### src/rtl/acc_store_pkg.sv
// acc_store_pkg: shared state encoding and default sizing for the accumulator store port.
package acc_store_pkg;

    typedef enum logic [1:0] {IDLE, REQ, DONE} state_e;

    localparam int DEF_DATA_W      = 16;
    localparam int DEF_ADDR_W      = 12;
    localparam int DEF_TIMEOUT_CYC = 15;

endpackage

### src/rtl/acc_store_timer.sv
// acc_store_timer: counts ack-wait cycles; expired_o flags the cycle that reaches LIMIT.
module acc_store_timer
    import acc_store_pkg::*;
#(
    parameter int LIMIT = DEF_TIMEOUT_CYC
) (
    input  logic clk,
    input  logic rst,
    input  logic clr_i,
    input  logic en_i,
    output logic expired_o
);

    localparam int CW = $clog2(LIMIT + 1);

    logic [CW-1:0] cnt_q;

    always_ff @(posedge clk or negedge rst) begin
        if (!rst)        cnt_q <= '0;
        else if (clr_i)  cnt_q <= '0;
        else if (en_i)   cnt_q <= cnt_q + CW'(1);
    end

    // cnt_q holds completed wait cycles, so the LIMIT-th one is the current cycle
    assign expired_o = en_i && (cnt_q == CW'(LIMIT - 1));

endmodule

### src/rtl/acc_store_unit.sv
// acc_store_unit: captures ACC and address on start, writes them to memory via req/ack.
// Optional ack-wait timeout enabled by defining ACC_STORE_TIMEOUT_EN.
module acc_store_unit
    import acc_store_pkg::*;
#(
    parameter int DATA_W      = DEF_DATA_W,
    parameter int ADDR_W      = DEF_ADDR_W,
    parameter int TIMEOUT_CYC = DEF_TIMEOUT_CYC
) (
    input  logic              clk,
    input  logic              rst,
    input  logic              start,
    input  logic [ADDR_W-1:0] addr,
    input  logic [DATA_W-1:0] acc_data,
    output logic              busy,
    output logic              done,
    output logic              err,
    input  logic              err_clr,
    output logic              mem_req,
    output logic              mem_we,
    output logic [ADDR_W-1:0] mem_addr,
    output logic [DATA_W-1:0] mem_wdata,
    input  logic              mem_ack
);

    state_e            state_q, state_d;
    logic [ADDR_W-1:0] addr_q, addr_d;
    logic [DATA_W-1:0] wdata_q, wdata_d;
    logic              err_q, err_d;
    logic              cap, timeout;

`ifdef ACC_STORE_TIMEOUT_EN
    acc_store_timer #(.LIMIT(TIMEOUT_CYC)) u_timer (
        .clk       (clk),
        .rst       (rst),
        .clr_i     (state_q != REQ),
        .en_i      (mem_req & ~mem_ack),
        .expired_o (timeout)
    );
`else
    logic timeout_unused;
    assign timeout_unused = |TIMEOUT_CYC;
    assign timeout        = 1'b0;
`endif

    // A start in DONE chains straight into the next store; in REQ it is an overrun
    assign cap     = start && (state_q != REQ);
    assign state_d = cap ? REQ :
                     (state_q == REQ) ? (mem_ack ? DONE : (timeout ? IDLE : REQ)) : IDLE;
    assign addr_d  = cap ? addr : addr_q;
    assign wdata_d = cap ? acc_data : wdata_q;
    assign err_d   = (start && state_q == REQ) || timeout || (err_q && !err_clr);

    always_ff @(posedge clk or negedge rst) begin
        if (!rst) begin
            state_q <= IDLE;
            addr_q  <= '0;
            wdata_q <= '0;
            err_q   <= 1'b0;
        end else begin
            state_q <= state_d;
            addr_q  <= addr_d;
            wdata_q <= wdata_d;
            err_q   <= err_d;
        end
    end

    assign mem_req   = (state_q == REQ);
    assign mem_we    = mem_req;
    assign busy      = (state_q != IDLE);
    assign done      = (state_q == DONE);
    assign err       = err_q;
    assign mem_addr  = addr_q;
    assign mem_wdata = wdata_q;

endmodule

### config.mk
export PLATFORM = sky130hd
export DESIGN_NAME = acc_store_unit
export DESIGN_NICKNAME = d
export VERILOG_FILES = /design/src/rtl/acc_store_pkg.sv /design/src/rtl/acc_store_timer.sv /design/src/rtl/acc_store_unit.sv
export SDC_FILE = /design/constraint.sdc
export NUM_CORES = 1
export LEC_CHECK = 0
export BUFFER_PORTS_ARGS = -buffer_cell sky130_fd_sc_hd__buf_2
export CAP_MARGIN = 40
export CORE_MARGIN = 2
export CORE_UTILIZATION = 47
export DETAILED_ROUTE_END_ITERATION = 10
export GPL_ROUTABILITY_DRIVEN = 0
export PLACE_DENSITY = 0.84
export SETUP_SLACK_MARGIN = 0.3
export SKIP_CTS_REPAIR_TIMING = 1
export SKIP_LAST_GASP = 1
export SYNTH_ARGS = -nofsm -noshare
export SYNTH_HDL_FRONTEND = slang
export SYNTH_HIERARCHICAL = 1
export SYNTH_SLANG_ARGS = --single-unit
### constraint.sdc
create_clock -name clk -period 3.45 [get_ports clk]
set_clock_uncertainty 0.1 [all_clocks]
set_input_delay 0.1725 -clock clk [delete_from_list [all_inputs] [get_ports clk]]
set_output_delay 0.1725 -clock clk [all_outputs]
set_load 0.02 [all_outputs]
Yosys cells after proc, flatten, opt, wreduce, memory -nomap -nowiden
Index checks and enable logic that the tools add are counted.
W data, S select, Z words.

cells by class
  equality and inequality tests = 3
  $add $sub $neg = 0
  div/mod/pow operators = 0
  bitwise operators = 0
  shift operators = 0
  reduce and logical (&&, ||, !) cells = 6
  order comparisons = 0
  multiply operators = 0
  muxes and demuxes = 3

operators with widths
  operator              count
  $mux W2               3
  $logic_and A1 B1 Y1   3
  $eq A2 B1 Y1 const B  1
  $eq A2 B2 Y1 const B  1
  $ne A2 B1 Y1 const B  1
  $reduce_bool A2 Y1    1
  $logic_not A1 Y1      1
  $logic_or A1 B1 Y1    1

word-level totals
  input port bits = 33
  bits in writable memories = 0
  memories kept = 0
  latch bits = 0
  bits in registers = 31
  word-level logic and storage cells = 16
  ROM bits = 0
  output and inout bits = 33

Longest topological paths before layout
Gate-level depths: netlist of the first run.

  depth after elaboration = 3
  mapped depth = 5
  gate-level depth less buffers = 4

Least setup slack after synthesis of the first run
OpenSTA, ideal clock, no wires.

  path kind = reg-to-reg
  from = reg state_q[1]
  to = reg wdata_q[10] (netlist: mem_wdata[10])
  setup slack = 2.075 ns
  cell stages (with the launch flop) = 6
  library setup time = 0.125 ns
  data arrival time = 1.150 ns
  buffers on the path = 2
  period minus slack after synthesis = 1.375 ns
  required time = 3.225 ns
  cells stage by stage = dfrtp_1 > nand2b_4 > nand2_2 > buf_6 > buf_6 > mux2_4

on the way
  cells in the longest elaborated chain, start to end = 2

RTL lines
  what                    RTL line              RTL
  start, declared         acc_store_unit.sv:26  state_e state_q, state_d;
  start signal, assigned  acc_store_unit.sv:61  state_q <= state_d;
  $ne A2 B1 Y1            acc_store_unit.sv:47  assign cap = start && (state_q != REQ);
  $logic_and A1 B1 Y1     acc_store_unit.sv:47
  end signal, assigned    acc_store_unit.sv:63  wdata_q <= wdata_d;
  end, declared           acc_store_unit.sv:28  logic [DATA_W-1:0] wdata_q, wdata_d;

No other way between the ends.
A chain may end at the register's enable or synchronous reset.

Worst setup path in the final report of the first run
  from = reg state_q[1]
  to = reg wdata_q[1] (netlist: mem_wdata[1])

The elaborated chain is that of the path after synthesis.

==> impl_metrics.json, run 1 <==
{
  "status": "complete, no violations",
  "synth_seq_cells": 31,
  "initialDrtViolationCount": 5,
  "powerDensity_nw_per_um2": 605,
  "grt_setup_unrepaired": "false",
  "avgSynthCellArea_sq_um": 16.7,
  "synth_edf_count": 0,
  "hold_viol_final": 0,
  "critPathMaxFanout": 29,
  "num_vias": 959,
  "path_delay_family": "simple AND/OR/NAND/NOR gates",
  "fp.dieH_microns": 54.9,
  "total_leakage_power_nw": 0.974,
  "max_slew.worst_pin.slew_ns": 0.743,
  "routed_via_density": 4.70,
  "place.detailed.instances": 164,
  "starting_density_of_the_core_pct": 49.2,
  "pwr-share-clk_pct": 16.5,
  "post_dp_cell_area_sq_um": 1550,
  "worst_slack_placed_ns": 1.75,
  "antenna_found_initial": 0,
  "grt_use_total_pct": 17.7,
  "grt_pass1_vias": 779,
  "place.port_buffers": 65,
  "netlist_instances": 73,
  "slew_headroom_pct": 50.3,
  "synthesis.yosys.warnings": 6,
  "layout-area-overhead-vs-synth_pct": 57.2,
  "top_cells_by_count_synth": "31 x dfrtp_1, 19 x mux2_2, 9 x mux2_4",
  "maxCapViolations": 0,
  "finalMaxSlewViolations": 0,
  "global_route.overflow_total": 0,
  "wl_per_cell_microns": 14.5,
  "final.setup.tns_ns": 0,
  "min_period_ns": 1.73,
  "chipWidth_microns": 54.9,
  "layout.cells.non_filler": 204,
  "critical_path_data_required_time_ns": 3.55,
  "switchingPower_w": 0.000408,
  "netlist-cell-type-count": 14,
  "power.share.switching_pct": 35.1,
  "setup.worst_path.class": "flop to flop",
  "setup.worst_path.end_class": "flop",
  "antenna_violating_nets_post_route": 0,
  "dominantRegCellSynth": "dfrtp_1",
  "cp.arrival_ns": 1.83,
  "antennaDiodeCount": 0,
  "syn-num-nets": 106,
  "net_count_reported_at_finish": 206,
  "worst_slack_ns": 1.72,
  "totalWireLength_mm": 2.96,
  "crit_chain": "nand2b_4, nand2_2, mux2_2",
  "cts_buffers": 5,
  "ff2ff_setup_slack_ns": 1.72,
  "seq_power_share_pct": 44.1,
  "timing.critical_path.slowest_cell_delay_ns": 0.55,
  "detailedPlacementHpwl_mm": 1.74,
  "synth_most_common_cell": "dfrtp_1",
  "cp_slowest_cell": "nand2_2",
  "row_count": 18,
  "grt_max_degree": 32,
  "ctsHtreeMaxLevel": 2,
  "cts_root_buf": "clkbuf_4",
  "synth_top_cell_by_area": "dfrtp_1",
  "vdd_drop_max_v": 0.000445,
  "fp.dieArea_sq_um": 3020,
  "ys_seq_area_share_pct": 63.6,
  "core_area_sq_um": 2480,
  "dr_pass1_iterations": 3,
  "cts.reportedPaths.clkPinSlew_ns": 0.09,
  "io_pins": 66,
  "yosys-top-cells-area": "dfrtp_1 64%, mux2_2 18%, mux2_4 11%",
  "final_design_area_no_fill_sq_um": 1920,
  "final_layout_size_suffix_gt1_share_pct": 58.6,
  "setup.worst_path.start_class": "flop",
  "hp-class": "input pin to asynchronous set/reset pin",
  "remaining_drc_errors": 0,
  "worst_skew_pair.late_latency_ns": 0.32,
  "timing.final.crit_share_pct": 50.2,
  "worstPathBufferInverterCount": 0,
  "ctsLongestPathBuffers": 2,
  "fmax_ghz": 0.578,
  "cell_internal_pwr_w": 0.000753,
  "first_pass_grt_wire_length_mm": 3.44,
  "combinationalPowerShare_pct": 39.4,
  "synthesized_cell_area_sq_um": 1220,
  "synth-async-reset-ratio_pct": 100,
  "synth_largest_type_area_fraction_pct": 63.6,
  "cts_tree": "done",
  "setup_viol_count_final": 0,
  "tritoncts_num_sinks": 31
}
==> cells in the final DEF (no fill, tap or decap) <==
cell and instances:
clkbuf_4 5, mux2_2 19, o21ai_0 2, and2_1 1
clkbuf_1 2, mux2_4 9, buf_2 65, nand2_2 1
or2_2 1, dfrtp_1 31, clkinv_2 1, nor2b_1 1
inv_1 2, nand2b_4 1, nand2_1 1, dlygate4sd3_1 32
==> routing by layer <==
layer | vias to the layer above | routed length (microns) | global-route usage [%]
li1 | 450 | - | -
met1 | 460 | 1020 | 19.5
met2 | 37 | 1690 | 29.0
met3 | 12 | 129 | 5.65
met4 | 0 | 114 | 12.2
met5 | - | 0 | 0
==> registers in the layout (all words and copies together), names as in the netlist <==
register / flops
mem_addr: 12
state_q: 2
err: 1
mem_wdata: 16
==> worst register-to-register path, delay by kind of cell (launching register included) <==
family        cells  cell delay, ns
flops             1            0.39
mux               1            0.42
simple gates      2            0.70
==> power groups by stage <==
stage	Sequential (W)	Clock, W	Combinational (W)
detailed placement	0.000516	0	0.000425
CTS	0.000510	0.000199	0.000426
global route	0.000524	0.000221	0.000487
global placement	0.000511	0	0.000415
finish	0.000512	0.000192	0.000458
floorplan	0.000631	0	0.000167
==> metrics by stage <==
| step | power (W) | hold slack (ns) | utilization [%] |
|---|---|---|---|
| floorplan | 0.000798 | -0.223 | - |
| global placement | 0.000926 | 0.125 | 62.5 |
| detailed placement | 0.000941 | 0.146 | 62.5 |
| CTS | 0.00113 | -0.209 | 64.5 |
| global route | 0.00123 | 0.368 | 77.4 |
| finish | 0.00116 | 0.311 | 77.4 |
==> logic make-up after synthesis <==
logic type	share of synthesized area, %
buf+inv	3.49
mux	28.6
flops	63.6
simple gates	3.49
compound gates	0.821
==> cell type report <==
type / count / area, sq um
Inverter: 2 / 7.51
Fill cell: 162 / 559
Multi-Input combinational cell: 36 / 402
Clock inverter: 1 / 5.00
Clock buffer: 7 / 45.0
Sequential cell: 31 / 776
Timing Repair Buffer: 97 / 646
Tap cell: 30 / 37.5
==> path summary, 6_finish.rpt <==
kind	start	to	cells after the start
worst max register to register	state_q[1]	mem_wdata[1]	3
min in group clk	mem_addr[10]	mem_addr[10]	1
max in group asynchronous	rst	mem_addr[7]	2
worst min-delay path	rst	mem_wdata[14]	2
worst max-delay path	state_q[1]	mem_wdata[1]	3
worst min register to register	mem_addr[10]	mem_addr[10]	1
No activity file was read; power rests on OpenSTA's default activity.
==> inputs of run 2 (changes only) <==
--- a/config.mk
+++ b/config.mk
@@ -5,13 +5,14 @@
 export SDC_FILE = /design/constraint.sdc
 export NUM_CORES = 1
 export LEC_CHECK = 0
+export ABC_AREA = 1
 export BUFFER_PORTS_ARGS = -buffer_cell sky130_fd_sc_hd__buf_2
 export CAP_MARGIN = 40
 export CORE_MARGIN = 2
-export CORE_UTILIZATION = 47
+export CORE_UTILIZATION = 39
 export DETAILED_ROUTE_END_ITERATION = 10
 export GPL_ROUTABILITY_DRIVEN = 0
-export PLACE_DENSITY = 0.84
+export PLACE_DENSITY = 0.74
 export SETUP_SLACK_MARGIN = 0.3
 export SKIP_CTS_REPAIR_TIMING = 1
 export SKIP_LAST_GASP = 1
==> constraint.sdc (replaced) <==
create_clock -name clk -period 1.44 [get_ports clk]
set_clock_uncertainty 0.1 [all_clocks]
set_input_delay 0.072 -clock clk [delete_from_list [all_inputs] [get_ports clk]]
set_output_delay 0.072 -clock clk [all_outputs]
set_load 0.02 [all_outputs]
==> run 2 against run 1 <==
Flip-flop and latch count is the same. Via count grew 35%. Non-clock buffer count grew 10. Register-to-register slack lost 1.5 ns. Sequential power grew 140%. Global-route usage shrank 0.60 points. Routed wire length grew 18%. Hold slack lost 0.29 ns. Total power grew 140%. Critical path depth shrank 1.
==> impl_metrics.json, run 2 <==
{
  "cts_tree": "done",
  "global_route.overflow_total": 0,
  "setup_viol_count_final": 0,
  "total_leakage_power_nw": 1.15,
  "final.setup.tns_ns": 0,
  "yosys-top-cells-area": "dfrtp_1 62%, nand2_1 17%, nand3_1 11%",
  "mostFrequentLayoutCell": "buf_2",
  "place.port_buffers": 65,
  "ff2ff_setup_slack_ns": 0.24,
  "path_delay_family": "flip-flops",
  "worst_skew_pair.late_latency_ns": 0.31,
  "netlist-cell-type-count": 14,
  "cts.reportedPaths.clkPinSlew_ns": 0.08,
  "remaining_drc_errors": 0,
  "crit_chain": "or2_4, buf_6",
  "netlist_instances": 137,
  "wl_per_cell_microns": 12.3,
  "io_pins": 66,
  "cp.arrival_ns": 1.12,
  "final_layout_size_suffix_gt1_share_pct": 35.8,
  "setup.worst_path.class": "flop to output pin",
  "synthesis.yosys.warnings": 6,
  "finalMaxSlewViolations": 0,
  "totalWireLength_mm": 3.50,
  "starting_density_of_the_core_pct": 41.2,
  "synth_largest_type_area_fraction_pct": 61.6,
  "dr_pass1_iterations": 5,
  "synthesized_cell_area_sq_um": 1260,
  "slew_headroom_pct": 72.4,
  "fin_hold_ws_ns": 0.0216,
  "worstPathBufferInverterCount": 1,
  "synth_seq_cells": 31,
  "layout.cells.non_filler": 284,
  "antennaDiodeCount": 0,
  "synth_most_common_cell": "nand2_1",
  "cts_root_buf": "clkbuf_4",
  "syn-num-nets": 170,
  "hold_viol_final": 0,
  "initialDrtViolationCount": 65,
  "synth_top_cell_by_area": "dfrtp_1",
  "tritoncts_num_sinks": 31,
  "cts_buffers": 5,
  "critPathMaxFanout": 3,
  "grt_setup_unrepaired": "true",
  "min_period_ns": 1.30,
  "net_count_reported_at_finish": 274,
  "setup.worst_path.end_class": "output pin",
  "place.detailed.instances": 243,
  "setup.worst_path.start_class": "flop",
  "post_dp_cell_area_sq_um": 1620,
  "grt_max_degree": 26,
  "synth-async-reset-ratio_pct": 100,
  "timing.final.crit_share_pct": 90.0,
  "chipWidth_microns": 60.8,
  "num_vias": 1290,
  "fmax_ghz": 0.771,
  "row_count": 20,
  "core_area_sq_um": 3050,
  "detailedPlacementHpwl_mm": 2.13,
  "antenna_found_initial": 0,
  "final_cell_mix": "61 x buf_2, 56 x nand2_1, 31 x dfrtp_1, 31 x dlygate4sd3_1, 28 x nand3_1",
  "worst_slack_placed_ns": 0.207,
  "final_design_area_no_fill_sq_um": 2060,
  "hp-class": "input pin to flop",
  "routed_via_density": 4.54,
  "ys_seq_area_share_pct": 61.6,
  "layout-area-overhead-vs-synth_pct": 63.4,
  "ctsLongestPathBuffers": 2,
  "cp_slowest_cell": "dfrtp_1",
  "ctsHtreeMaxLevel": 2,
  "timing.critical_path.slowest_cell_delay_ns": 0.43,
  "avgSynthCellArea_sq_um": 9.19,
  "grt_pass1_vias": 1019,
  "powerDensity_nw_per_um2": 1370,
  "first_pass_grt_wire_length_mm": 4.50,
  "largest_reg_flops": 16,
  "max_slew.worst_pin.slew_ns": 0.414,
  "maxCapViolations": 0,
  "top_cells_by_count_synth": "56 x nand2_1, 31 x dfrtp_1, 28 x nand3_1, 6 x buf_2, 4 x inv_1",
  "synth_edf_count": 0,
  "vdd_drop_max_v": 0.000613,
  "status": "complete, no violations",
  "fp.dieH_microns": 60.8,
  "critical_path_data_required_time_ns": 1.27,
  "antenna_violating_nets_post_route": 0,
  "dominantRegCellSynth": "dfrtp_1",
  "fp.dieArea_sq_um": 3700,
  "grt_use_total_pct": 17.1,
  "worst_slack_ns": 0.144
}
## run 2: cell count changes in the layout (fill, tap and decap cells not counted), sizes merged, moves of 2 or more
cell   before  now
mux2       28    0
inv         2    5
buf        65   76
nand3       0   28
nor2        0    2
nand2       2   58
## run 2: logic make-up (layout without fill, tap and decap cells)
kind of cell | count (synthesis) | after routing | share of synthesized area, %
and+or+nand+nor | 89 | 89 | 30.3
DFF | 31 | 31 | 61.6
buffers and inverters | 15 | 118 | 7.16
AOI/OAI and AO/OA | 2 | 2 | 0.895
## run 2: tightest hold or removal path, stage by stage
cell     delay [ns]
buf_2          0.13
nand2_4        0.10
nand2_1        0.07
nand2_1        0.04
## run 2: per-stage QoR
step / power [W] / util [%]
floorplan: 0.00185 / -
global placement: 0.00219 / 53.1
detailed placement: 0.00221 / 53.1
CTS: 0.00264 / 54.4
global route: 0.00299 / 67.4
finish: 0.00281 / 67.4
## run 2: worst paths after layout
kind                         startpoint           end  depth (start not counted)
max                          state_q[0]          busy                          2
min reg2reg                mem_wdata[2]  mem_wdata[2]                          2
max in group asynchronous           rst  mem_wdata[2]                          3
min                               start   mem_addr[8]                          4
max reg2reg                  state_q[1]    state_q[0]                          5
min in group asynchronous           rst           err                          2
## run 2: where the power goes
| part | internal, W | leakage, nW | switching [W] |
|---|---|---|---|
| clock | 0.000173 | 0.0242 | 0.000259 |
| sequential | 0.00109 | 0.382 | 0.000126 |
| combinational | 0.000470 | 0.748 | 0.000692 |
| total | 0.00173 | 1.15 | 0.00108 |
## run 2: per-layer routing
metal	wire [microns]	part of all wire (%)	up-vias	track usage (%)
li1	-	-	638	-
met1	1400	40	588	21.2
met2	1800	51	57	26.3
met3	231	6.6	7	6.61
met4	70	2.0	0	8.39
met5	0	0	-	0
## run 2: final cells by class
type	count	area, sq um
fillers	272	996
flip-flops and latches	31	776
repair buffers	107	763
multi-input cells	91	400
well taps	44	55.1
clock buffers	6	41.3
inverters	5	21.3
==> inputs of run 3 (changes only) <==
--- a/config.mk
+++ b/config.mk
@@ -12,6 +12,7 @@
 export CORE_UTILIZATION = 39
 export DETAILED_ROUTE_END_ITERATION = 10
 export GPL_ROUTABILITY_DRIVEN = 0
+export HOLD_SLACK_MARGIN = 0.05
 export PLACE_DENSITY = 0.74
 export SETUP_SLACK_MARGIN = 0.3
 export SKIP_CTS_REPAIR_TIMING = 1
==> run 3 against run 2 <==
Worst setup slack worse by 0.0069 ns. Die area stayed put. First-iteration DRC count is 40% higher. Critical path depth is 2 higher. Core utilization is 0.33 points higher. Sequential share of layout area is 0.18 points lower. Sequential power hardly changed. Global-route usage stayed put. Design area is 0.49% higher. Total power is 0.28% higher.
==> impl_metrics.json, run 3 (synthesized netlist as in run 2, its figures left out) <==
{
  "setup_viol_count_final": 0,
  "largest_reg_flops": 16,
  "cts_tree": "done",
  "totalWireLength_mm": 3.61,
  "fmax_ghz": 0.767,
  "initialDrtViolationCount": 91,
  "cts.reportedPaths.clkPinSlew_ns": 0.08,
  "maxCapViolations": 0,
  "fill_cells": 274,
  "setup.worst_path.class": "flop to output pin",
  "fp.dieArea_sq_um": 3700,
  "detailedPlacementHpwl_mm": 2.13,
  "hp-class": "input pin to asynchronous set/reset pin",
  "grt_setup_unrepaired": "true",
  "ctsLongestPathBuffers": 2,
  "final_layout_size_suffix_gt1_share_pct": 35.7,
  "worst_slack_placed_ns": 0.207,
  "core_area_sq_um": 3050,
  "antennaDiodeCount": 0,
  "chipWidth_microns": 60.8,
  "final_cell_mix": "61 x buf_2, 56 x nand2_1, 32 x dlygate4sd3_1, 31 x dfrtp_1, 28 x nand3_1",
  "hold_viol_final": 0,
  "remaining_drc_errors": 0,
  "worst_slack_ns": 0.137,
  "net_count_reported_at_finish": 275,
  "cell_internal_pwr_w": 0.00173,
  "max_slew.worst_pin.slew_ns": 0.413,
  "setup.worst_path.start_class": "flop",
  "critPathMaxFanout": 7,
  "setup.worst_path.end_class": "output pin",
  "final.setup.tns_ns": 0,
  "layout-area-overhead-vs-synth_pct": 64.2,
  "routed_via_density": 4.56,
  "switchingPower_w": 0.00108,
  "critical_path_data_required_time_ns": 1.27,
  "powerDensity_nw_per_um2": 1360,
  "pwr-share-clk_pct": 15.3,
  "antenna_found_initial": 0,
  "dr_pass1_iterations": 4,
  "fp.dieH_microns": 60.8,
  "cts_root_buf": "clkbuf_4",
  "cp.arrival_ns": 1.13,
  "grt_max_degree": 26,
  "seq_power_share_pct": 43.2,
  "min_period_ns": 1.30,
  "place.port_buffers": 65,
  "slew_headroom_pct": 72.5,
  "grt_use_total_pct": 17.1,
  "tritoncts_num_sinks": 31,
  "starting_density_of_the_core_pct": 41.2,
  "combinationalPowerShare_pct": 41.5,
  "finalMaxSlewViolations": 0,
  "power.share.switching_pct": 38.4,
  "vdd_drop_max_v": 0.000611,
  "grt_pass1_vias": 1019,
  "row_count": 20,
  "wl_per_cell_microns": 12.6,
  "antenna_violating_nets_post_route": 0,
  "cts_buffers": 5,
  "first_pass_grt_wire_length_mm": 4.50,
  "io_pins": 66,
  "worst_skew_pair.late_latency_ns": 0.32,
  "timing.final.crit_share_pct": 90.5,
  "cell_count_of_the_worst_reg_to_reg_path": 5,
  "mostFrequentLayoutCell": "buf_2",
  "total_leakage_power_nw": 1.16,
  "status": "complete, no violations",
  "ctsHtreeMaxLevel": 2,
  "finalCoreUtilization_pct": 67.7,
  "global_route.overflow_total": 0,
  "num_vias": 1299
}
-- run 3: cell types whose count changed in the layout (fill, tap and decap cells not counted) --
cell | previous run | this run
dlygate4sd3_1 | 31 | 32
-- run 3: per-layer routing --
layer / share of wire, % / up-vias / global-route usage (%)
met2: 53 / 51 / 26.3
met4: 1.5 / 0 / 8.39
li1: - / 640 / -
met5: 0 / - / 0
met3: 5.7 / 5 / 6.61
met1: 40 / 603 / 21.2
-- run 3: per-stage QoR --
step | power (W) | hold WS, ns | std cells | instance area [sq um]
after global routing | 0.00300 | 0.136 | 285 | 2070
after CTS | 0.00264 | -0.417 | 249 | 1660
after global placement | 0.00219 | -0.0775 | 243 | 1620
after detailed placement | 0.00221 | -0.0676 | 243 | 1620
final | 0.00282 | 0.118 | 285 | 2070
after floorplan | 0.00185 | -0.324 | 137 | 1260
-- run 3: final timing paths --
kind                         startpoint      endpoint  slack, ns
max                          state_q[1]       mem_req       0.14
min                                 rst           err       0.12
max reg2reg                  state_q[1]    state_q[0]       0.22
min reg2reg                mem_wdata[2]  mem_wdata[2]       0.37
max in group asynchronous           rst  mem_wdata[7]       0.64
min in group clk           mem_wdata[2]  mem_wdata[2]       0.37
-- run 3: power by group through the flow --
stage / clock, W / combinational [W] / sequential (W)
finish: 0.000430 / 0.00117 / 0.00122
global route: 0.000487 / 0.00128 / 0.00124
CTS: 0.000445 / 0.000982 / 0.00121
detailed placement: 0 / 0.000983 / 0.00122
global placement: 0 / 0.000969 / 0.00122
floorplan: 0 / 0.000362 / 0.00149
-- run 3: final cells by class --
type                    count  area, sq um  area share (%)
multi-input cells          91          400            19.4
flip-flops and latches     31          776            37.5
inverters                   5         21.3            1.03
clock buffers               6         41.3            2.00
repair buffers            108          773            37.4
well taps                  44         55.1            2.66
-- run 3: worst max-delay path: stages (launching register included) --
cell,delay [ns]
dfrtp_1,0.41
inv_2,0.09
nand2_4,0.12
inv_4,0.09
buf_6,0.11
